===== config.mk =====
export PLATFORM = sky130hd
export DESIGN_NAME = pipe_adder
export DESIGN_NICKNAME = d
export VERILOG_FILES = /design/src/rtl/adder_pkg.sv /design/src/rtl/adder_slice.sv /design/src/rtl/pipe_adder.sv
export SDC_FILE = /design/constraint.sdc
export NUM_CORES = 1
export LEC_CHECK = 0
export CAP_MARGIN = 20
export CORE_UTILIZATION = 30
export DETAILED_ROUTE_END_ITERATION = 12
export GPL_TIMING_DRIVEN = 0
export SKIP_CTS_REPAIR_TIMING = 1
export SYNTH_ARGS = -nofsm -noshare
export SYNTH_HDL_FRONTEND = slang
export SYNTH_HIERARCHICAL = 1
export SYNTH_SLANG_ARGS = --single-unit

===== constraint.sdc =====
create_clock -name clk -period 4.6 [get_ports clk]
set_clock_uncertainty 0.2 [all_clocks]
set_input_delay 0.92 -clock clk [delete_from_list [all_inputs] [get_ports clk]]
set_output_delay 0.92 -clock clk [all_outputs]
set_load 0.1 [all_outputs]

===== src/rtl/adder_pkg.sv =====
// Shared defaults, stage-register layout and overflow helper for pipe_adder.
// Saturation is selected at build time with PIPE_ADDER_SATURATE_EN.
package adder_pkg;

    localparam int ADDER_N_DEFAULT      = 8;
    localparam int ADDER_STAGES_DEFAULT = 2;

    // Reference layout of one pipeline stage register at the default width.
    // The top module declares the same layout sized by its own N parameter.
    typedef struct packed {
        logic                       valid;
        logic                       carry;
        logic [ADDER_N_DEFAULT-1:0] sum;
        logic [ADDER_N_DEFAULT-1:0] a;
        logic [ADDER_N_DEFAULT-1:0] b;
    } adder_stage_t;

    // Two's-complement overflow: operands agree in sign, result does not.
    function automatic logic adder_ovf(
        input logic a_msb,
        input logic b_msb,
        input logic s_msb
    );
        return (a_msb == b_msb) && (s_msb != a_msb);
    endfunction

endpackage


===== src/rtl/adder_slice.sv =====
// Combinational W-bit slice of the pipelined adder: {cout, sum} = a + b + cin.
module adder_slice #(
    parameter int W = 4
) (
    input  logic [W-1:0] a,
    input  logic [W-1:0] b,
    input  logic         cin,
    output logic [W-1:0] sum,
    output logic         cout
);

    assign {cout, sum} = {1'b0, a} + {1'b0, b} + {{W{1'b0}}, cin};

endmodule


===== src/rtl/pipe_adder.sv =====
// Pipelined N-bit signed adder with valid/ready handshake and whole-pipe stall.
// Define PIPE_ADDER_SATURATE_EN to clamp S on signed overflow.
module pipe_adder
    import adder_pkg::*;
#(
    parameter int N      = ADDER_N_DEFAULT,
    parameter int STAGES = ADDER_STAGES_DEFAULT
) (
    input  logic         clk,
    input  logic         rst,
    input  logic         in_valid,
    output logic         in_ready,
    input  logic [N-1:0] A,
    input  logic [N-1:0] B,
    input  logic         ci,
    output logic         out_valid,
    input  logic         out_ready,
    output logic [N-1:0] S,
    output logic         co,
    output logic         ovf
);

    localparam int W = N / STAGES;
    localparam int L = STAGES - 1;

`ifdef PIPE_ADDER_SATURATE_EN
    localparam logic [N-1:0] SAT_POS = {1'b0, {(N-1){1'b1}}};
    localparam logic [N-1:0] SAT_NEG = {1'b1, {(N-1){1'b0}}};
`endif

    typedef struct packed {
        logic         valid;
        logic         carry;
        logic [N-1:0] sum;
        logic [N-1:0] a;
        logic [N-1:0] b;
    } stage_t;

    stage_t       st_q [STAGES];
    stage_t       st_d [STAGES];
    logic         ovf_q;
    logic         ovf_d;
    logic         stall_s;

    logic [W-1:0] sl_a_s    [STAGES];
    logic [W-1:0] sl_b_s    [STAGES];
    logic [W-1:0] sl_sum_s  [STAGES];
    logic         sl_cin_s  [STAGES];
    logic         sl_cout_s [STAGES];

    // Stage k adds slice k; stage 0 takes the ports, later stages the previous register.
    for (genvar k = 0; k < STAGES; k++) begin : g_stage
        if (k == 0) begin : g_first
            assign sl_a_s[k]   = A[W-1:0];
            assign sl_b_s[k]   = B[W-1:0];
            assign sl_cin_s[k] = ci;
        end else begin : g_next
            assign sl_a_s[k]   = st_q[k-1].a[k*W +: W];
            assign sl_b_s[k]   = st_q[k-1].b[k*W +: W];
            assign sl_cin_s[k] = st_q[k-1].carry;
        end

        adder_slice #(
            .W (W)
        ) u_slice (
            .a    (sl_a_s[k]),
            .b    (sl_b_s[k]),
            .cin  (sl_cin_s[k]),
            .sum  (sl_sum_s[k]),
            .cout (sl_cout_s[k])
        );
    end

    // Next-state of every stage: forward the previous stage and merge in this slice's result.
    always_comb begin
        st_d[0] = '{valid: in_valid, carry: ci, sum: '0, a: A, b: B};
        for (int k = 1; k < STAGES; k++) begin
            st_d[k] = st_q[k-1];
        end
        for (int k = 0; k < STAGES; k++) begin
            st_d[k].sum[k*W +: W] = sl_sum_s[k];
            st_d[k].carry         = sl_cout_s[k];
        end
        ovf_d = adder_ovf(st_d[L].a[N-1], st_d[L].b[N-1], st_d[L].sum[N-1]);
`ifdef PIPE_ADDER_SATURATE_EN
        st_d[L].sum = ovf_d ? (st_d[L].a[N-1] ? SAT_NEG : SAT_POS) : st_d[L].sum;
`endif
    end

    assign stall_s   = st_q[L].valid & ~out_ready;
    assign in_ready  = ~stall_s;
    assign out_valid = st_q[L].valid;
    assign S         = st_q[L].sum;
    assign co        = st_q[L].carry;
    assign ovf       = ovf_q;

    // Stage registers: reset clears everything, a stall freezes the whole pipe.
    always_ff @(posedge clk) begin
        if (rst) begin
            for (int k = 0; k < STAGES; k++) begin
                st_q[k] <= '0;
            end
            ovf_q <= 1'b0;
        end else if (!stall_s) begin
            for (int k = 0; k < STAGES; k++) begin
                st_q[k] <= st_d[k];
            end
            ovf_q <= ovf_d;
        end
    end

endmodule


# Yosys cells after proc, flatten, opt, wreduce, memory -nomap -nowiden
# Memory sizes are Yosys's and may differ from the RTL's.
# Cells that the tools add are included.
dict set report classes {
  n_addsub 4
  n_eq_ne 2
  mux 7
  n_bitwise 5
  reduce_logical 1
}
# cell n
set op_table {}
lappend op_table {{2-to-1 mux 26 bit} 2}
lappend op_table {{adder 4 x 4 -> 5 bit} 2}
lappend op_table {{adder 5 x 1 -> 5 bit} 2}
lappend op_table {{2-to-1 mux 1 bit} 5}
lappend op_table {{NOT 1 bit} 2}
lappend op_table {{bitwise OR 1 bit} 2}
lappend op_table {{AND 1 bit} 1}
lappend op_table {{== test 1 bit} 1}
lappend op_table {{logical AND 1 bit} 1}
lappend op_table {{inequality test 1 bit} 1}
dict set report word_totals {
  reg_bits 1
  ram_bits 52
  inputBits 21
  out_inout_bits 12
  wordCells 21
  n_memories 1
}
# memory depth word_bits read_ports rd_clocked_by_memory_dff wr line_no
set memory_table {}
lappend memory_table {st_q 2 26 2 0 2 pipe_adder.sv:39} ;# stage_t st_q [STAGES];

# Depth between registers and ports, before layout
dict set report logic_depth {
  ltp_word 6
  mapped_depth 7
  depth_no_buf 7
}

# By module
# The synthesis kept the hierarchy.
# module n_inst cells_per_inst area_each_um2 seq_area_each_um2
set by_module_without_submodules {}
lappend by_module_without_submodules {pipe_adder 1 62 1059.8 740.7}
lappend by_module_without_submodules {adder_slice 2 16 143.9 0.0}

# Worst setup path before layout
# Ideal clock, no wire load.
dict set report synth_path {
  path_kind {register to output}
  from {mem st_q[0][51] in the netlist's numbering}
  to {out in_ready}
  arrival_ps 1555
  required_ps 3480
  path_slack_ps 1925
  path_stages_with_launch 4
  path_buffers 1
  cell_sequence {edfxtp_1 > nor2b_1 > buf_2 > inv_2}
}
# item line_no
set synth_rtl {}
lappend synth_rtl {{start: declaration} pipe_adder.sv:39}
lappend synth_rtl {{end: declaration} pipe_adder.sv:12} ;# output logic in_ready,

# Worst setup path after layout
dict set report layout_path {
  from {in out_ready}
  to {out in_ready}
}
dict set report layout_via {
  elab_chain_cells 3
}
# item line_no
set layout_lines {}
lappend layout_lines {{start: declaration} pipe_adder.sv:17} ;# input logic out_ready,
lappend layout_lines {{NOT 1 bit} pipe_adder.sv:90} ;# assign stall_s = st_q[L].valid & ~out_ready;
lappend layout_lines {{AND 1 bit} pipe_adder.sv:90}
lappend layout_lines {{NOT 1 bit} pipe_adder.sv:91} ;# assign in_ready = ~stall_s;
# Every way passes these cells.

==> impl_metrics.tcl <==
set metrics [dict create \
    status "finished, final reports clean" \
    reg2reg_slack_ps 2320 \
    hold-path-cell-count 1 \
    cts.htree.levels 1 \
    cts_max_path_buffers 2 \
    drive_above_1_share_pct 17.7 \
    drtPass1Iterations 4 \
    postSynth.asyncResetShare_pct 0 \
    clk_pin_slew_ps 80 \
    fin_crit_sh_pct 86.4 \
    routabilityCongestion 0.748 \
    r2r_cells 6 \
    grt_usage_pct 10.4 \
    critPathKind "in2out" \
    rsz0062_at_grt "false" \
    ioPinCount 33 \
    die-area_mm2 0.00476 \
    nets 162 \
    tns_ps 0 \
    fill_cells 417 \
    routedWlPerCell_um 12.7 \
    tightest_slew_ps 992 \
    worstPathArrival_ps 2850 \
    fmax_ghz 0.252 \
    path_max_fanout 8 \
    cap_violations 0 \
    insertion_delay_ps 260 \
    root_buffer "clkbuf_8" \
    grt_first_pass_wirelength_mm 4.03 \
    synth_cell_type_count 21 \
    irDropWorstVdd_mv 0.132 \
    hold_viol 0 \
    p_per_area_mw_per_mm2 339 \
    hold_path.class "reg2reg" \
    cts.sinks 25 \
    required_ps 3480 \
    hpwl_mm 1.74 \
    hold_start "st_q[0][16]" \
    worstSetupStartpointType "input pin" \
    drt-initial-drc-count 19 \
    utilization_pct 41.1 \
    slew_headroom_pct 33.7 \
    drc_errors 0 \
    drv_slew 0 \
    seqCellArea_um2 741 \
    drt-vias-per-instance 4.61 \
    total_power_mw 0.603 \
    coreArea_mm2 0.00432 \
    synth_nets 125 \
    grt_pass1_vias 900 \
    synthCells 94 \
    pre_cts_slack_ps 616 \
    ys_seq_elements 25 \
    syn_to_final_growth_pct 32.0 \
    synth_edf_count 24 \
    whs_endpoint "st_q[0][42]" \
    cts_tree "built" \
    crit-reg2reg-capture "ovf" \
    postRouteAntennaNets 0 \
    floorplan.initialDensity_pct 31.2 \
    regToRegStartpoint "st_q[0][12]" \
    leakage_nw 0.694 \
    num_rows 24 \
    fin_area_mm2 0.00178 \
    syn_avg_cell_area_um2 14.3 \
    fp.dieW_um 69.0 \
    via_count 839 \
    grt_antenna_before_repair 0 \
    grt-ovfl-total 0 \
    seq_area_frac_synth_pct 55.0 \
    totalWireLength_mm 2.32 \
    synth_ff_type "edfxtp_1" \
    antenna_cells 0 \
    synth_area_mm2 0.00135 \
    multi_input_area_um2 539 \
    dpl_cell_area_mm2 0.00172 \
    layout_min_cycle_time_ps 3970 \
    die_y_um 69.0 \
    ys_warn_count 6 \
    grt_start_max_net_pins 25 \
    setup_viol 0 \
    port_buffers 31 \
    cts_buffers 3 \
    final.setup.worst_slack_ps 626 \
    end_kind "output pin" \
]
==> registers in the layout (all words and copies together) (netlist names) <==
name and cells:
st_q 24, ovf 1
==> through the flow <==
step	hold WS (ps)	instances
after floorplan	337	94
after global placement	362	177
final	381	182
after detailed placement	370	177
after global routing	412	182
after CTS	391	181
==> logic make-up (layout without fill, tap and decap cells) <==
| group | after synthesis | after routing | synth area share [%] |
|---|---|---|---|
| AND/OR/NAND/NOR | 33 | 33 | 21.6 |
| buffers and inverters | 15 | 51 | 5.01 |
| AO/OA/AOI/OAI | 7 | 7 | 4.27 |
| flip-flops | 25 | 25 | 55.0 |
| XOR/XNOR | 4 | 4 | 2.60 |
| adder cells (fa/ha/maj) | 10 | 10 | 11.5 |
==> power by group <==
group	switching, mW	total (mW)	internal, mW
sequential	0.00793	0.283	0.276
combinational	0.124	0.193	0.0692
clock	0.0651	0.127	0.0617
==> area by class of cell <==
type                            count  share of cell area [%]
Sequential cell                    25                    41.6
Multi-Input combinational cell     54                    30.3
Timing Repair Buffer               32                    18.1
Tap cell                           52                    3.66
Clock buffer                        4                    2.53
Buffer                              6                    1.90
Inverter                            9                    1.90
==> worst max-delay path, stage by stage <==
cell and delay [ps]:
clkdlybuf4s50_1 490, nor2b_1 60, buf_2 170, inv_2 70
clkdlybuf4s50_1 1140
==> synthesized netlist by cell type (2+ instances only) <==
cell type,number,area (um2)
edfxtp_1,24,721
nor3b_1,15,113
nor3b_2,10,125
inv_1,8,30.0
ha_1,6,75.1
fa_1,4,80.1
xnor2_1,4,35.0
nand2b_1,3,18.8
nor2b_1,3,18.8
a21o_1,2,15.0
a21oi_2,2,17.5
buf_2,2,10.0
buf_4,2,15.0
o21ai_0,2,10.0
==> layout by cell type, fill, tap and decap left out, types with 2 or more instances in the layout <==
cell type / synthesis / final
buf_4: 2 / 2
fa_1: 4 / 4
inv_1: 8 / 8
a21o_1: 2 / 2
xnor2_1: 4 / 4
edfxtp_1: 24 / 24
a21oi_2: 2 / 2
buf_2: 2 / 2
nor3b_2: 10 / 10
nor2b_1: 3 / 3
nor3b_1: 15 / 15
o21ai_0: 2 / 2
clkdlybuf4s50_1: 0 / 31
clkbuf_8: 0 / 3
nand2b_1: 3 / 3
ha_1: 6 / 6
==> worst max path at each step <==
| stage | depth (start not counted) | from | slack (ps) | end |
|---|---|---|---|---|
| 5_1_grt | 5 | out_ready | 570 | in_ready |
| 3_5_place_dp | 5 | out_ready | 620 | in_ready |
| 3_3_place_gp | 5 | out_ready | 670 | in_ready |
| 4_1_cts | 5 | out_ready | 610 | in_ready |
| 2_1_floorplan | 3 | st_q[0][51] | 1930 | in_ready |
| 6_report | 5 | out_ready | 630 | in_ready |
==> routing by layer <==
| layer | part of all wire (%) | up-vias | global-route usage [%] |
|---|---|---|---|
| met2 | 51 | 22 | 18.4 |
| li1 | - | 405 | - |
| met4 | 0.43 | 0 | 2.04 |
| met3 | 5.0 | 2 | 2.78 |
| met1 | 43 | 410 | 12.7 |
| met5 | 0 | - | 0 |
Power figures use the tool's default switching activity.
